<file path="src/rtl/sum_accumulator.sv">
// sum_accumulator: collects NUM_SAMPLES unsigned sums from the upstream adder and
// presents the frame total over a held valid/ready output.
// Each frame also reports whether its true total exceeded ACC_WIDTH bits.
//
// Optional build macro SUM_ACCUMULATOR_SATURATE_EN:
//   - Defined: on a carry the running total clamps to all-ones.
//   - Undefined: the running total wraps modulo 2^ACC_WIDTH.
module sum_accumulator #(
    parameter int IN_WIDTH    = 9,
    parameter int ACC_WIDTH   = 16,
    parameter int NUM_SAMPLES = 4,
    localparam int CNT_W      = $clog2(NUM_SAMPLES + 1)
) (
    input  logic                 clk,
    input  logic                 rst,
    input  logic                 in_valid,
    output logic                 in_ready,
    input  logic [IN_WIDTH-1:0]  in_data,
    output logic                 out_valid,
    input  logic                 out_ready,
    output logic [ACC_WIDTH-1:0] out_data,
    output logic                 out_overflow,
    output logic [CNT_W-1:0]     sample_cnt
);

    typedef enum logic {
        ST_ACC  = 1'b0,
        ST_HOLD = 1'b1
    } state_t;

    state_t               state_q;
    logic [ACC_WIDTH-1:0] acc_q;
    logic [CNT_W-1:0]     cnt_q;
    logic                 sticky_q;
    logic [ACC_WIDTH-1:0] out_data_q;
    logic                 out_ovf_q;
    logic                 in_ready_q;
    logic                 out_valid_q;

    logic [ACC_WIDTH:0]   sum_full;
    logic [ACC_WIDTH-1:0] acc_d;
    logic                 carry_d;
    logic                 last_d;

    // Reduce the carry-extended sum to ACC_WIDTH bits.
    // Without saturation the sum simply wraps.
    // With saturation, a saturated total stays at all-ones for any later sample.
    // That holds because adding a nonzero sample to all-ones carries again.
    function automatic logic [ACC_WIDTH-1:0] clamp_sum(input logic [ACC_WIDTH:0] s);
`ifdef SUM_ACCUMULATOR_SATURATE_EN
        return s[ACC_WIDTH] ? {ACC_WIDTH{1'b1}} : s[ACC_WIDTH-1:0];
`else
        return s[ACC_WIDTH-1:0];
`endif
    endfunction

    // Next running total, carry out of ACC_WIDTH, and the final-sample flag.
    always_comb begin
        sum_full = {1'b0, acc_q} + {{(ACC_WIDTH + 1 - IN_WIDTH){1'b0}}, in_data};
        carry_d  = sum_full[ACC_WIDTH];
        acc_d    = clamp_sum(sum_full);
        last_d   = (cnt_q == CNT_W'(NUM_SAMPLES - 1));
    end

    // Frame FSM. It accumulates samples in ACC and holds the result in HOLD until taken.
    // The handshake outputs are registered, so ready has no combinational input path.
    always_ff @(posedge clk) begin
        if (rst) begin
            state_q     <= ST_ACC;
            acc_q       <= '0;
            cnt_q       <= '0;
            sticky_q    <= 1'b0;
            out_data_q  <= '0;
            out_ovf_q   <= 1'b0;
            in_ready_q  <= 1'b1;
            out_valid_q <= 1'b0;
        end else begin
            case (state_q)
                ST_ACC: begin
                    if (in_valid) begin
                        if (last_d) begin
                            out_data_q  <= acc_d;
                            out_ovf_q   <= sticky_q | carry_d;
                            acc_q       <= '0;
                            cnt_q       <= '0;
                            sticky_q    <= 1'b0;
                            state_q     <= ST_HOLD;
                            in_ready_q  <= 1'b0;
                            out_valid_q <= 1'b1;
                        end else begin
                            acc_q    <= acc_d;
                            cnt_q    <= cnt_q + CNT_W'(1);
                            sticky_q <= sticky_q | carry_d;
                        end
                    end
                end
                ST_HOLD: begin
                    // out_data is kept after the handshake.
                    // Only the overflow flag is cleared here.
                    if (out_ready) begin
                        state_q     <= ST_ACC;
                        out_valid_q <= 1'b0;
                        in_ready_q  <= 1'b1;
                        out_ovf_q   <= 1'b0;
                    end
                end
                default: begin
                    state_q <= ST_ACC;
                end
            endcase
        end
    end

    assign in_ready     = in_ready_q;
    assign out_valid    = out_valid_q;
    assign out_data     = out_data_q;
    assign out_overflow = out_ovf_q;
    assign sample_cnt   = cnt_q;

endmodule
</file>
<file path="config.mk">
export PLATFORM = sky130hd
export DESIGN_NAME = sum_accumulator
export DESIGN_NICKNAME = d
export VERILOG_FILES = /design/src/rtl/sum_accumulator.sv
export SDC_FILE = /design/constraint.sdc
export NUM_CORES = 1
export LEC_CHECK = 0
export BUFFER_PORTS_ARGS = -buffer_cell sky130_fd_sc_hd__buf_2
export CORE_AREA = 2 2 56 84
export CTS_CLUSTER_DIAMETER = 40
export DETAILED_ROUTE_END_ITERATION = 12
export DIE_AREA = 0 0 58 86
export PLACE_DENSITY = 0.73
export SYNTH_ARGS = -nofsm -noshare
export SYNTH_HDL_FRONTEND = slang
export SYNTH_SLANG_ARGS = --single-unit
</file>
<file path="constraint.sdc">
create_clock -name clk -period 1.95 [get_ports clk]
set_input_delay 0.0975 -clock clk [delete_from_list [all_inputs] [get_ports clk]]
set_output_delay 0.0975 -clock clk [all_outputs]
set_load 0.02 [all_outputs]
</file>
; ---- After elaboration in Yosys (flattened, before gate mapping)
; Index checks and enable logic that the tools add are counted.
[classes]
n_addsub = 2
n_eq_ne = 4
n_mux = 18
bitwise = 2
reduce_logical = 3
[op_table]
columns = cell, count
row1 = adder 16 x 9 -> 17 bit, 1
row2 = 2-to-1 mux 16 bit, 1
row3 = 2-to-1 mux 1 bit, 12
row4 = one-hot mux 1 bit (2 select lines), 4
row5 = "inequality test 2 bit, second input constant", 3
row6 = AND reduction 3 bit, 2
row7 = "adder 3 x 1 -> 3 bit, second input constant", 1
row8 = "== test 3 x 2 -> 1 bit, second input constant", 1
row9 = 2-to-1 mux 3 bit, 1
row10 = AND reduction 2 bit, 1
row11 = NOT 1 bit, 1
row12 = bitwise OR 1 bit, 1
[word_totals]
regBits = 40
in_bits = 13

; ---- Logic depth before layout (Yosys ltp)
[depth]
depth_word = 5
ltp_mapped = 7

; ---- Worst setup path after synthesis
; OpenSTA, ideal clock, no wires.
[synth_timing]
path_kind = register -> register
start = reg acc_q[0]
end = reg out_data_q[12], in the netlist out_data[12]
setup_ns = 0.106
arrival_time_ns = 1.978
slack_ns = -0.134
path_stages_with_launch = 7
path_buffers = 0
cell_sequence = dfxtp_1 -> ha_1 -> fa_1 -> a21o_1 -> a311o_1 -> a21o_2 -> o311ai_0
[synth_via]
elab_chain_len = 1
[synth_rtl]
columns = item, line
row1 = "start, declared", 32  ; logic [ACC_WIDTH-1:0] acc_q;
row2 = "start signal, assigned", 70  ; acc_q <= '0;
row3 = "start signal, assigned", 84  ; acc_q <= '0;
row4 = "start signal, assigned", 91  ; acc_q <= acc_d;
row5 = adder 16 x 9 -> 17 bit, 59  ; sum_full = {1'b0, acc_q} + {{(ACC_WIDTH + 1 - IN_WIDTH){1'b0}}, in_data};
row6 = "end signal, assigned", 73  ; out_data_q <= '0;
row7 = "end signal, assigned", 82  ; out_data_q <= acc_d;
row8 = "end, declared", 35  ; logic [ACC_WIDTH-1:0] out_data_q;
; No other way between the ends.
; A chain may end at the register's enable or synchronous reset.

; ---- Worst setup path after layout
[layout_timing]
start = reg acc_q[0]
end = reg out_ovf_q, in the netlist out_overflow
[layout_via]
elab_chain_len = 5
[layout_rtl]
columns = item, line
row1 = adder 16 x 9 -> 17 bit, 59
row2 = bitwise OR 1 bit, 83  ; out_ovf_q <= sticky_q | carry_d;
row3 = 2-to-1 mux 1 bit, 81  ; if (last_d) begin
row4 = 2-to-1 mux 1 bit, 80  ; if (in_valid) begin
row5 = one-hot mux 1 bit (2 select lines), 78  ; case (state_q)
row6 = "end signal, assigned", 83
row7 = "end, declared", 36  ; logic out_ovf_q;
; No other way between the ends. The select of a mux whose other input is x is not followed.

==> results.tsv <==
stage	metric	value	unit
worst_setup_path	rr_startpoint	acc_q[0]$_SDFFE_PP0P_	
final_layout	fin_util	0.636	
cts	cts.clk_slew.worst_paths	0.08	ns
logic_synthesis	synth_edf_count	0	
power_and_ir_drop	leakagePower	1.16	nW
floorplanning	die_x	58	microns
worst_setup_path	regToRegSetupSlack	0.008	ns
final_layout	drive_gt1_frac	0.320	
worst_setup_path	arrival	2.12	ns
logic_synthesis	ys_warn_count	0	
logic_synthesis	netlist_instances	242	
floorplanning	dieArea	0.00499	sq mm
min_path	min_path_type	input port to flop	
logic_synthesis	dominantRegCellSynth	dfxtp_1	
worst_setup_path	critPathMaxStageDelay	0.34	ns
route	routed_wl	5480	microns
worst_setup_path	worstSetupEndpointType	flop	
power_and_ir_drop	power_frac_clock	0.326	
power_and_ir_drop	swShare	0.289	
worst_setup_path	path_class	flop to flop	
timing	max_freq	515	MHz
logic_synthesis	yosysUniqueCellTypes	49	
route	vias_per_cell	5.91	
final_layout	fin_cells	349	
logic_synthesis	yosysTopAreaCell	dfxtp_1	
final_layout	seq_area	803	sq um
cts	clock_latency	0.30	ns
cts	htreeDepth	2	
route	num_vias	2063	
power_and_ir_drop	power_frac_comb	0.249	
logic_synthesis	avgSynthCellArea	8.47	sq um
floorplanning	core.rowCount	29	
route	antenna_left	0	
logic_synthesis	ys_ff_latch	40	
grt	grt_pass1_wl	9000	microns
logic_synthesis	synthesis.nets	266	
worst_setup_path	cp_slowest_cell	dfxtp_2	
route	dr.pass1.iters	5	
timing	finalSetupViolCount	0	
grt	grt_usage	0.232	
final_layout	antenna_cells	0	
route	drt-initial-drc-count	50	
logic_synthesis	ys_seq_area_frac	0.391	
placement	dp_hpwl	3910	microns
grt	grt_overflow_total	0	
power_and_ir_drop	irDropWorstVdd	0.616	mV
cts	cts_tree	built	
cts	root_buffer	clkbuf_8	
route	wire_per_inst	15.7	microns
worst_setup_path	worstReg2RegEnd	out_overflow$_SDFFE_PP0P_	
timing	finalCriticalPeriod	1.94	ns
power_and_ir_drop	power_density	778	mW/mm^2
timing	worst_clock_skew	0.00459	ns
power_and_ir_drop	seqPwrFrac	0.425	
timing	slew_headroom	0.538	
placement	portBuffers	34	
floorplanning	start_util	0.487	
placement	globalplace.congestion	0.826	
cts	cts_buffers	5	
timing	holdWs	0.0708	ns
grt	antenna_found_initial	0	
grt	grt_max_degree	21	
power_and_ir_drop	p_int	1.48	mW
grt	grt_pass1_vias	1988	
power_and_ir_drop	netSwitchingPower	0.602	mW
logic_synthesis	netlist_top_cells_area	dfxtp_1, ha_1, nand2_1	
worst_setup_path	worstSetupEndpoint	out_overflow$_SDFFE_PP0P_	
final_layout	multi_input_area	0.00132	sq mm
timing	finalCritPeriodShare	0.996	
floorplanning	die_y	86	microns
cts	ctsHoldBuffers	0	
logic_synthesis	yosysMostFrequentCell	dfxtp_1	
worst_setup_path	critical_path_required	2.13	ns
route	drc_errors	0	
timing	finalHoldViolCount	0	
logic_synthesis	synth_area	0.00205	sq mm
final_layout	syn_to_final_growth	30.7	%
floorplanning	placeableCoreArea	0.00421	sq mm
floorplanning	io_pins	35	
cts	clk_path_buf_depth	2	
timing	worst_pin_slew	0.691	ns
logic_synthesis	synth_commonest_cells	dfxtp_1, nand2_1, a21oi_1, nor2_1	
outcome	status	finished clean	
final_layout	fill_cells	384	
final_layout	nets	326	
worst_setup_path	crit_chain	ha_4 > fa_2 > a21o_1 > a311o_1 > a21o_2 > nand4_1 > a211oi_1	
cts	cts.sinks	40	
worst_setup_path	cp-start-kind	flop	
timing	finalMaxSlewViolations	0	
worst_setup_path	startpoint	acc_q[0]$_SDFFE_PP0P_	
logic_synthesis	synth_top_area_frac	0.391	
logic_synthesis	synthArstFlopShare	0	
timing	rsz0062_at_grt	true	
placement	placedCellCount	336	
job	maxCapViolations	0	
worst_setup_path	cp_max_fo	4	
worst_setup_path	rr_worst_depth	7	
power_and_ir_drop	p_total	2.08	mW
## flip-flops by register name, indices dropped and copies added, names as in the netlist
register / count
out_valid: 1
in_ready: 1
acc_q: 16
state_q: 1
out_overflow: 1
sticky_q: 1
out_data: 16
sample_cnt: 3
## kinds of logic after synthesis
| logic type | count (synthesis) | synth area share |
|---|---|---|
| AO/OA/AOI/OAI | 72 | 0.238 |
| XOR/XNOR | 8 | 0.0342 |
| flip-flops | 40 | 0.391 |
| adder cells (fa/ha/maj) | 11 | 0.0708 |
| AND/OR/NAND/NOR | 97 | 0.234 |
| multiplexers | 2 | 0.00977 |
| buffers and inverters | 12 | 0.0226 |
## area by class of cell
cell class | count | share of cell area
Clock buffer | 6 | 0.0271
Sequential cell | 40 | 0.300
Inverter | 3 | 0.00420
Tap cell | 46 | 0.0215
Clock inverter | 2 | 0.0131
Multi-Input combinational cell | 190 | 0.491
Timing Repair Buffer | 62 | 0.143
## placed cells by master (no fill, tap or decap), types with 4 or more instances in the layout
cell | synthesis | routed
nor2_1 | 22 | 22
ha_1 | 10 | 7
o21ai_0 | 8 | 4
clkbuf_8 | 0 | 5
buf_4 | 0 | 27
nor3_1 | 6 | 6
nand3_1 | 10 | 10
a21oi_1 | 22 | 17
dfxtp_1 | 40 | 38
o211ai_1 | 4 | 4
nand2_1 | 31 | 29
a21o_1 | 5 | 5
a22oi_1 | 7 | 6
o21ai_1 | 1 | 5
or3_1 | 4 | 4
buf_2 | 1 | 34
nand2b_1 | 4 | 4
a21oi_2 | 1 | 6
nand4_1 | 4 | 4
## per-stage QoR
step	TNS, ns	setup slack (ns)	cell area (sq um)
after floorplan	0	0.000780	2050
after global placement	-0.150	-0.0647	2420
after detailed placement	-0.426	-0.102	2420
after CTS	-0.106	-0.0322	2590
after global routing	-0.678	-0.115	2680
final	0	0.00797	2680
## routing by layer
metal,track usage,vias up,share of wire
met3,0.0392,11,0.037
met4,0.0909,0,0.024
met1,0.253,991,0.39
li1,-,1014,-
met2,0.432,47,0.55
met5,0,-,0
## worst min-delay path by stage
| stage | start | endpoint | slack, ns | depth (start not counted) |
|---|---|---|---|---|
| 3_3_place_gp | out_ready | in_ready$_SDFFE_PP1P_ | 0.38 | 3 |
| 6_report | out_ready | state_q$_SDFF_PP0_ | 0.07 | 3 |
| 4_1_cts | out_ready | state_q$_SDFF_PP0_ | 0.07 | 3 |
| 5_1_grt | out_ready | in_ready$_SDFFE_PP1P_ | 0.09 | 3 |
| 3_5_place_dp | out_ready | state_q$_SDFF_PP0_ | 0.38 | 3 |
| 2_1_floorplan | out_ready | in_ready$_SDFFE_PP1P_ | 0.26 | 2 |
## critical path: cells and delay by family, from the launching register on
kind,cells,cell delay (ns)
AO/OA/AOI/OAI,4,0.86
flip-flops,1,0.34
adder cells (fa/ha/maj),2,0.50
AND/OR/NAND/NOR,1,0.14
## timing repair
item                                    CTS  global route
pin swaps                                 6            13
resized for setup                        10            18
endpoints found under the setup margin    9            21
setup buffers                             4             1
## power groups by stage
stage	Clock [mW]	Combinational (mW)	Sequential, mW
4_1_cts	0.679	0.453	0.882
2_1_floorplan	0	0.273	0.903
3_3_place_gp	0	0.416	0.899
5_1_grt	0.714	0.565	0.893
3_5_place_dp	0	0.422	0.901
6_report	0.680	0.518	0.886
(Power assumes the default switching activity.)
